<file path="src/rtl/uart_bus_bridge_pkg.sv">
// Shared constants for the UART-to-bus debug bridge:
// FSM state codes and the serial command/response bytes.
package uart_bus_bridge_pkg;

  typedef logic [2:0] state_t;

  localparam state_t S_IDLE    = 3'd0;
  localparam state_t S_CMD     = 3'd1;
  localparam state_t S_ADDR    = 3'd2;
  localparam state_t S_WDATA   = 3'd3;
  localparam state_t S_GRANT   = 3'd4;
  localparam state_t S_ACCESS  = 3'd5;
  localparam state_t S_CAPTURE = 3'd6;
  localparam state_t S_RESP    = 3'd7;

  localparam logic [1:0] RX_IDLE  = 2'd0;
  localparam logic [1:0] RX_START = 2'd1;
  localparam logic [1:0] RX_DATA  = 2'd2;
  localparam logic [1:0] RX_STOP  = 2'd3;

  localparam logic [7:0] CMD_WRITE = 8'h57;
  localparam logic [7:0] CMD_READ  = 8'h52;
  localparam logic [7:0] RSP_ACK   = 8'h06;
  localparam logic [7:0] RSP_NAK   = 8'h15;

endpackage

</file>
<file path="src/rtl/uart_bridge_rx.sv">
// 8N1 byte receiver: two-flop synchroniser, glitch-filtered start bit,
// LSB-first shifter and stop-bit framing check.
module uart_bridge_rx #(
  parameter int CPB = 16
) (
  input  logic       clock,
  input  logic       reset,
  input  logic       rx,
  output logic       rx_valid,
  output logic [7:0] rx_byte,
  output logic       rx_frame_err
);
  import uart_bus_bridge_pkg::*;

  localparam int CW = $clog2(CPB + 1);
  localparam logic [CW-1:0] HALF = CW'(CPB / 2 - 1);
  localparam logic [CW-1:0] FULL = CW'(CPB - 1);
  localparam logic [CW-1:0] ONE  = CW'(1);

  // sync[1] is the synchronised line, sync[2] its previous value
  logic [2:0]    sync;
  logic [1:0]    rstate;
  logic [CW-1:0] cnt;
  logic [2:0]    nbit;
  logic [7:0]    sh;
  logic          line;
  logic          fall;

  assign line    = sync[1];
  assign fall    = sync[2] & ~sync[1];
  assign rx_byte = sh;

  always_ff @(posedge clock or negedge reset) begin
    if (!reset) begin
      sync         <= 3'b111;
      rstate       <= RX_IDLE;
      cnt          <= '0;
      nbit         <= '0;
      sh           <= '0;
      rx_valid     <= 1'b0;
      rx_frame_err <= 1'b0;
    end else begin
      sync         <= {sync[1:0], rx};
      rx_valid     <= 1'b0;
      rx_frame_err <= 1'b0;
      case (rstate)
        RX_IDLE: begin
          cnt <= '0;
          if (fall) rstate <= RX_START;
        end
        RX_START: begin
          if (cnt == HALF) begin
            cnt    <= '0;
            nbit   <= '0;
            rstate <= line ? RX_IDLE : RX_DATA;
          end else begin
            cnt <= cnt + ONE;
          end
        end
        RX_DATA: begin
          if (cnt == FULL) begin
            cnt  <= '0;
            sh   <= {line, sh[7:1]};
            nbit <= nbit + 3'd1;
            if (nbit == 3'd7) rstate <= RX_STOP;
          end else begin
            cnt <= cnt + ONE;
          end
        end
        default: begin
          if (cnt == FULL) begin
            cnt          <= '0;
            rx_valid     <= line;
            rx_frame_err <= ~line;
            rstate       <= RX_IDLE;
          end else begin
            cnt <= cnt + ONE;
          end
        end
      endcase
    end
  end

endmodule

</file>
<file path="src/rtl/uart_bus_bridge.sv">
// UART-to-bus debug bridge: serial command frames in, 32-bit accesses out.
// Optional inter-byte timeout is enabled by defining UART_BRIDGE_TIMEOUT_EN.
module uart_bus_bridge #(
  parameter int CLOCK_FREQ     = 50000000,
  parameter int BAUD_RATE      = 9600,
  parameter int TIMEOUT_CYCLES = 16 * (CLOCK_FREQ / BAUD_RATE) * 10
) (
  input  logic        clock,
  input  logic        reset,
  input  logic        uart_rx,
  output logic        uart_tx,
  output logic [31:0] bus_rw_address,
  output logic [31:0] bus_wdata,
  output logic [3:0]  bus_write_mask,
  output logic        bus_write_request,
  input  logic [31:0] bus_rdata,
  input  logic        bus_grant,
  output logic        bridge_busy
);
  import uart_bus_bridge_pkg::*;

  localparam int CPB = CLOCK_FREQ / BAUD_RATE;
  localparam int CW  = $clog2(CPB + 1);
  localparam logic [CW-1:0] FULL = CW'(CPB - 1);
  localparam logic [CW-1:0] ONE  = CW'(1);

  state_t        state;
  state_t        state_n;
  logic [7:0]    cmd;
  logic [1:0]    bcnt;
  logic [31:0]   addr;
  logic [31:0]   wdata;
  logic [31:0]   resp_buf;
  logic [1:0]    resp_left;
  logic          rx_valid;
  logic [7:0]    rx_byte;
  logic          rx_err;
  logic          is_write;
  logic          is_cmd;
  logic          tx_load;
  logic [7:0]    tx_byte;
  logic [9:0]    tx_sh;
  logic [3:0]    tx_bits;
  logic [CW-1:0] tx_cnt;
  logic          tx_busy;
  logic          acc;
  logic          wr_acc;
  logic          tmo_hit;

  uart_bridge_rx #(.CPB(CPB)) u_rx (
    .clock        (clock),
    .reset        (reset),
    .rx           (uart_rx),
    .rx_valid     (rx_valid),
    .rx_byte      (rx_byte),
    .rx_frame_err (rx_err)
  );

`ifdef UART_BRIDGE_TIMEOUT_EN
  logic [31:0] tmo;
  assign tmo_hit = (tmo == 32'(TIMEOUT_CYCLES));
  always_ff @(posedge clock or negedge reset) begin
    if (!reset)
      tmo <= '0;
    else if ((state == S_ADDR || state == S_WDATA) && !rx_valid && !tmo_hit)
      tmo <= tmo + 32'd1;
    else
      tmo <= '0;
  end
`else
  // a partial frame waits for its next byte forever
  assign tmo_hit = (TIMEOUT_CYCLES < 0);
`endif

  assign is_write = (cmd == CMD_WRITE);
  assign is_cmd   = is_write || (cmd == CMD_READ);
  assign tx_busy  = (tx_bits != 4'd0);

  always_comb begin
    state_n = state;
    tx_load = 1'b0;
    tx_byte = RSP_NAK;
    unique case (state)
      S_IDLE: begin
        if (rx_err) begin
          state_n = S_RESP;
          tx_load = 1'b1;
        end else if (rx_valid) begin
          state_n = S_CMD;
        end
      end
      S_CMD: begin
        if (is_cmd) begin
          state_n = S_ADDR;
        end else begin
          state_n = S_RESP;
          tx_load = 1'b1;
        end
      end
      S_ADDR, S_WDATA: begin
        if (rx_err || tmo_hit) begin
          state_n = S_RESP;
          tx_load = 1'b1;
        end else if (rx_valid && bcnt == 2'd3) begin
          state_n = (state == S_ADDR && is_write) ? S_WDATA : S_GRANT;
        end
      end
      S_GRANT: begin
        if (bus_grant) state_n = S_ACCESS;
      end
      S_ACCESS: begin
        if (is_write) begin
          state_n = S_RESP;
          tx_load = 1'b1;
          tx_byte = RSP_ACK;
        end else begin
          state_n = S_CAPTURE;
        end
      end
      S_CAPTURE: begin
        state_n = S_RESP;
        tx_load = 1'b1;
        tx_byte = bus_rdata[7:0];
      end
      default: begin
        if (!tx_busy) begin
          if (resp_left == 2'd0) begin
            state_n = S_IDLE;
          end else begin
            tx_load = 1'b1;
            tx_byte = resp_buf[7:0];
          end
        end
      end
    endcase
  end

  always_ff @(posedge clock or negedge reset) begin
    if (!reset) begin
      state     <= S_IDLE;
      cmd       <= '0;
      bcnt      <= '0;
      addr      <= '0;
      wdata     <= '0;
      resp_buf  <= '0;
      resp_left <= '0;
    end else begin
      state <= state_n;
      if (state == S_IDLE && rx_valid) cmd <= rx_byte;
      if (state == S_CMD) bcnt <= '0;
      if (state == S_ADDR && rx_valid) begin
        addr <= {rx_byte, addr[31:8]};
        bcnt <= bcnt + 2'd1;
      end
      if (state == S_WDATA && rx_valid) begin
        wdata <= {rx_byte, wdata[31:8]};
        bcnt  <= bcnt + 2'd1;
      end
      if (state == S_CAPTURE) begin
        resp_buf  <= {8'h00, bus_rdata[31:8]};
        resp_left <= 2'd3;
      end else if (state == S_RESP && tx_load) begin
        resp_buf  <= {8'h00, resp_buf[31:8]};
        resp_left <= resp_left - 2'd1;
      end
    end
  end

  always_ff @(posedge clock or negedge reset) begin
    if (!reset) begin
      tx_sh   <= '1;
      tx_bits <= '0;
      tx_cnt  <= '0;
    end else if (tx_load) begin
      tx_sh   <= {1'b1, tx_byte, 1'b0};
      tx_bits <= 4'd10;
      tx_cnt  <= '0;
    end else if (tx_busy) begin
      if (tx_cnt == FULL) begin
        tx_cnt  <= '0;
        tx_sh   <= {1'b1, tx_sh[9:1]};
        tx_bits <= tx_bits - 4'd1;
      end else begin
        tx_cnt <= tx_cnt + ONE;
      end
    end
  end

  assign acc    = (state == S_ACCESS) || (state == S_CAPTURE);
  assign wr_acc = (state == S_ACCESS) && is_write;

  assign uart_tx           = tx_sh[0];
  assign bus_rw_address    = acc ? addr : '0;
  assign bus_wdata         = wr_acc ? wdata : '0;
  assign bus_write_mask    = wr_acc ? 4'hF : 4'h0;
  assign bus_write_request = wr_acc;
  assign bridge_busy       = (state != S_IDLE);

endmodule

</file>
<file path="config.mk">
export PLATFORM = sky130hd
export DESIGN_NAME = uart_bus_bridge
export DESIGN_NICKNAME = d
export VERILOG_FILES = /design/src/rtl/uart_bus_bridge_pkg.sv /design/src/rtl/uart_bridge_rx.sv /design/src/rtl/uart_bus_bridge.sv
export SDC_FILE = /design/constraint.sdc
export NUM_CORES = 1
export LEC_CHECK = 0
export CAP_MARGIN = 20
export CORE_UTILIZATION = 55
export DETAILED_ROUTE_END_ITERATION = 8
export GPL_TIMING_DRIVEN = 0
export PLACE_DENSITY = 0.8
export SYNTH_ARGS = -nofsm -noshare
export SYNTH_HDL_FRONTEND = slang
export SYNTH_SLANG_ARGS = --single-unit
</file>
<file path="constraint.sdc">
create_clock -name clock -period 2.7 [get_ports clock]
set_input_delay 0.54 -clock clock [delete_from_list [all_inputs] [get_ports clock]]
set_output_delay 0.54 -clock clock [all_outputs]
set_load 0.1 [all_outputs]
</file>
==> metrics.md <==
| Metric | Value |
|---|---|
| Ranking of synthesized cells by area | dfrtp_1 48%, mux2_2 12%, and2_1 5.4% |
| Initial antenna violation count | 0 |
| Count leader, synth | dfrtp_1 |
| Tot GR Track Use | 25.6% |
| Hold crit path type | in -> async |
| DRC viols | 0 |
| Reg2Reg Launch Point | u_rx.cnt[0] |
| Static Leak | ~4.7 nW |
| Clock Sinks | 160 |
| Post-route minimum period | ~2700 ps |
| Top-Level Pins | approximately 110 |
| Crit end category | primary output |
| Fraction of layout cells with a size suffix above 1 | 31.2% |
| RSZ-0062 raised after global routing | true |
| Max Slew Vio Count | 0 |
| Core Box Area | 13500 um2 |
| Kind of critical path | reg -> out |
| Vias | 5778 |
| Final hold viol count | 0 |
| H-tree depth | 4 |
| Netlist cell types | 69 |
| Post-synthesis cell area | 7720 um2 |
| Root Driver | clkbuf_16 |
| Fmax | 374 MHz |
| Tcrit/Tclk final | 98.9% |
| Top cell type's share of synthesized area | 47.9% |
| First-pass GRT wire length | 29100 um |
| Num rows | 42 |
| Worst Path Arrival | roughly 2100 ps |
| Max Cap Violations | 0 |
| Inst Count DP | 994 |
| Tot Pwr | 0.00546 W |
| Routed wire length | 17600 um |
| Clk buf depth | 2 |
| Clock transition at path regs | around 60 ps |
| Iteration-0 DRC Markers | 309 |
| Fin cells | 1025 |
| Status | complete, no violations |
| Synth Instances | 711 |
| Final setup vio count | 0 |
| Worst Tran Pin Value | 959 ps |
| Vias in the first global route | 5955 |
| Post-DP HPWL | 11800 um |
| Crit Path Max Fanout | 10 |
| Max Clock Skew | 4.27 ps |
| IO Port Bufs | 106 |
| Post-synth top area cell | dfrtp_1 |
| R2r endpoint | u_rx.rstate[0] |
| Die height | roughly 120 um |
| Hold Buf Count CTS | 0 |
| CTS tree | done |
| Number of CTS-inserted buffers | 17 |
| Total grt overflow | 0 |
| Clock latency on the worst-skew pair | around 430 ps |
| Via/cell ratio | 5.64 |
| Post-synthesis async set-or-reset flop share | between 90% and 100% |
| Sequential area share after synthesis | 52.0% |
| Die ar. | 14500 um2 |
| Crit start category | register |
| #FFs+latches synth | between 150 and 200 |
| Main synth FF type | dfrtp_1 |
| CP required | approximately 2200 ps |
| RePlAce Congestion | 0.899 |
| Layout area overhead | 30.4% |
| Fin nets | 886 |
| IR drop worst, VDD | approximately 0.00045 V |
| ANT nets after route | 0 |
| Routed WL per cell | 17.2 um |
| Reg2reg path depth | 6 |
| Yosys warning total | 0 |
| Largest net degree at the start of global routing | 96 |
| Top cells by count, synth | 148 x dfrtp_1, 80 x mux2_2, 75 x nand2_1, 67 x and2_1, 52 x nor2_1 |
| Post-synth EDFFs | 0 |
| First-pass DRT Iterations | 5 |
| Starting Density | 57.4% |
| Avg Inst Size Synth | 10.9 um2 |
| Rel. slew slack | a little over a third |
| Power per Cell Area | about 540 nW/um2 |
| ANT cells | 0 |
| Die width | 121 um |
| R2R Setup Slk | about 400 ps |
| Syn_nets | 760 |
==> registers in the layout, summed over array words and instances, names as in the netlist, 8 cells and up <==
name,flops
resp_buf,24
cmd,8
u_rx.rx_byte,8
wdata,32
tx_cnt,13
tx_sh,9
addr,32
u_rx.cnt,13
==> report_power, final <==
| part | internal (W) | switching [W] |
|---|---|---|
| registers | 0.00244 | 0.0000476 |
| logic | 0.000163 | 0.000239 |
| clock network | 0.00163 | 0.000938 |
| total | 0.00423 | 0.00123 |
==> cell families (layout without fill, tap and decap cells) <==
family	Yosys count	count (layout)	synth area share, %
and+or+nand+nor	271	271	18.7
muxes	85	85	12.3
adders and majority gates	13	13	2.11
buffers and inverters	53	191	3.13
xor gates and xnor gates	17	17	1.93
DFF	160	160	52.0
AOI/OAI and AO/OA	112	112	9.83
==> worst max-delay path by stage <==
stage                start            end  slack (ps)  cells after the start
finish              cmd[7]   bus_wdata[7]          30                      6
global route        cmd[3]   bus_wdata[7]         -30                      6
CTS                 cmd[5]  bus_wdata[30]         0.1                      6
detailed placement  cmd[5]  bus_wdata[11]        -980                      7
global placement     reset    u_rx.cnt[8]       -5060                      1
floorplan           cmd[3]  bus_wdata[22]           8                      6
==> area by class of cell <==
cell class	count	area, um2
clock inverters	11	189
well taps	176	220
fillers	873	3380
flip-flops and latches	160	4020
repair buffers	108	1420
inverters	16	61.3
multi-input cells	498	3520
plain buffers	36	205
clock buffers	20	437
==> layer usage <==
layer / track usage (%) / routed length, um / up-vias / share of wire [%]
li1: - / - / 2747 / -
met1: 32.7 / 7530 / 2851 / 43
met5: 0 / 0 / - / 0
met2: 43.0 / 8930 / 144 / 51
met4: 10.3 / 387 / 0 / 2.2
met3: 5.05 / 751 / 36 / 4.3
==> critical path, cell delays in order (launching register included) <==
cell and delay [ps]:
dfrtp_1 400, and4bb_1 270, and2_4 170, and4_4 290, buf_4 180, and2_2 200, buf_12 180
==> cells in the final DEF (no fill, tap or decap), types with 12 or more instances in the layout <==
master,Yosys,layout
nor2_1,52,52
and2_1,67,37
o21ai_0,16,16
clkbuf_16,0,17
a21oi_1,25,24
buf_4,4,12
nand2_1,75,75
a22o_1,14,14
and2_2,0,29
dfrtp_1,148,148
buf_2,10,13
clkdlybuf4s50_1,0,35
mux2_2,80,80
buf_6,2,33
nand3_1,14,14
ha_1,13,13
inv_1,14,14
a31oi_1,24,24
dfstp_2,12,12
clkbuf_1,20,15
buf_12,0,27
==> through the flow <==
stage	util, %	instance area, um2	TNS (ps)	worst slack, ps	hold WS [ps]
after floorplan	-	7760	0	8.14	244
after global placement	67.2	9050	-839250	-5060	350
after detailed placement	67.5	9070	-56620	-979	352
after CTS	73.1	9840	0	0.136	117
after global routing	74.9	10100	-62.7	-33.1	149
final	74.9	10100	0	29.4	98.5
==> what timing repair did <==
action | CTS | global route
setup buffers | 1 | 0
endpoints found under the setup margin | 70 | 80
gates resized for setup | 506 | 66
Note: power is estimated with default switching activity, not from simulation.
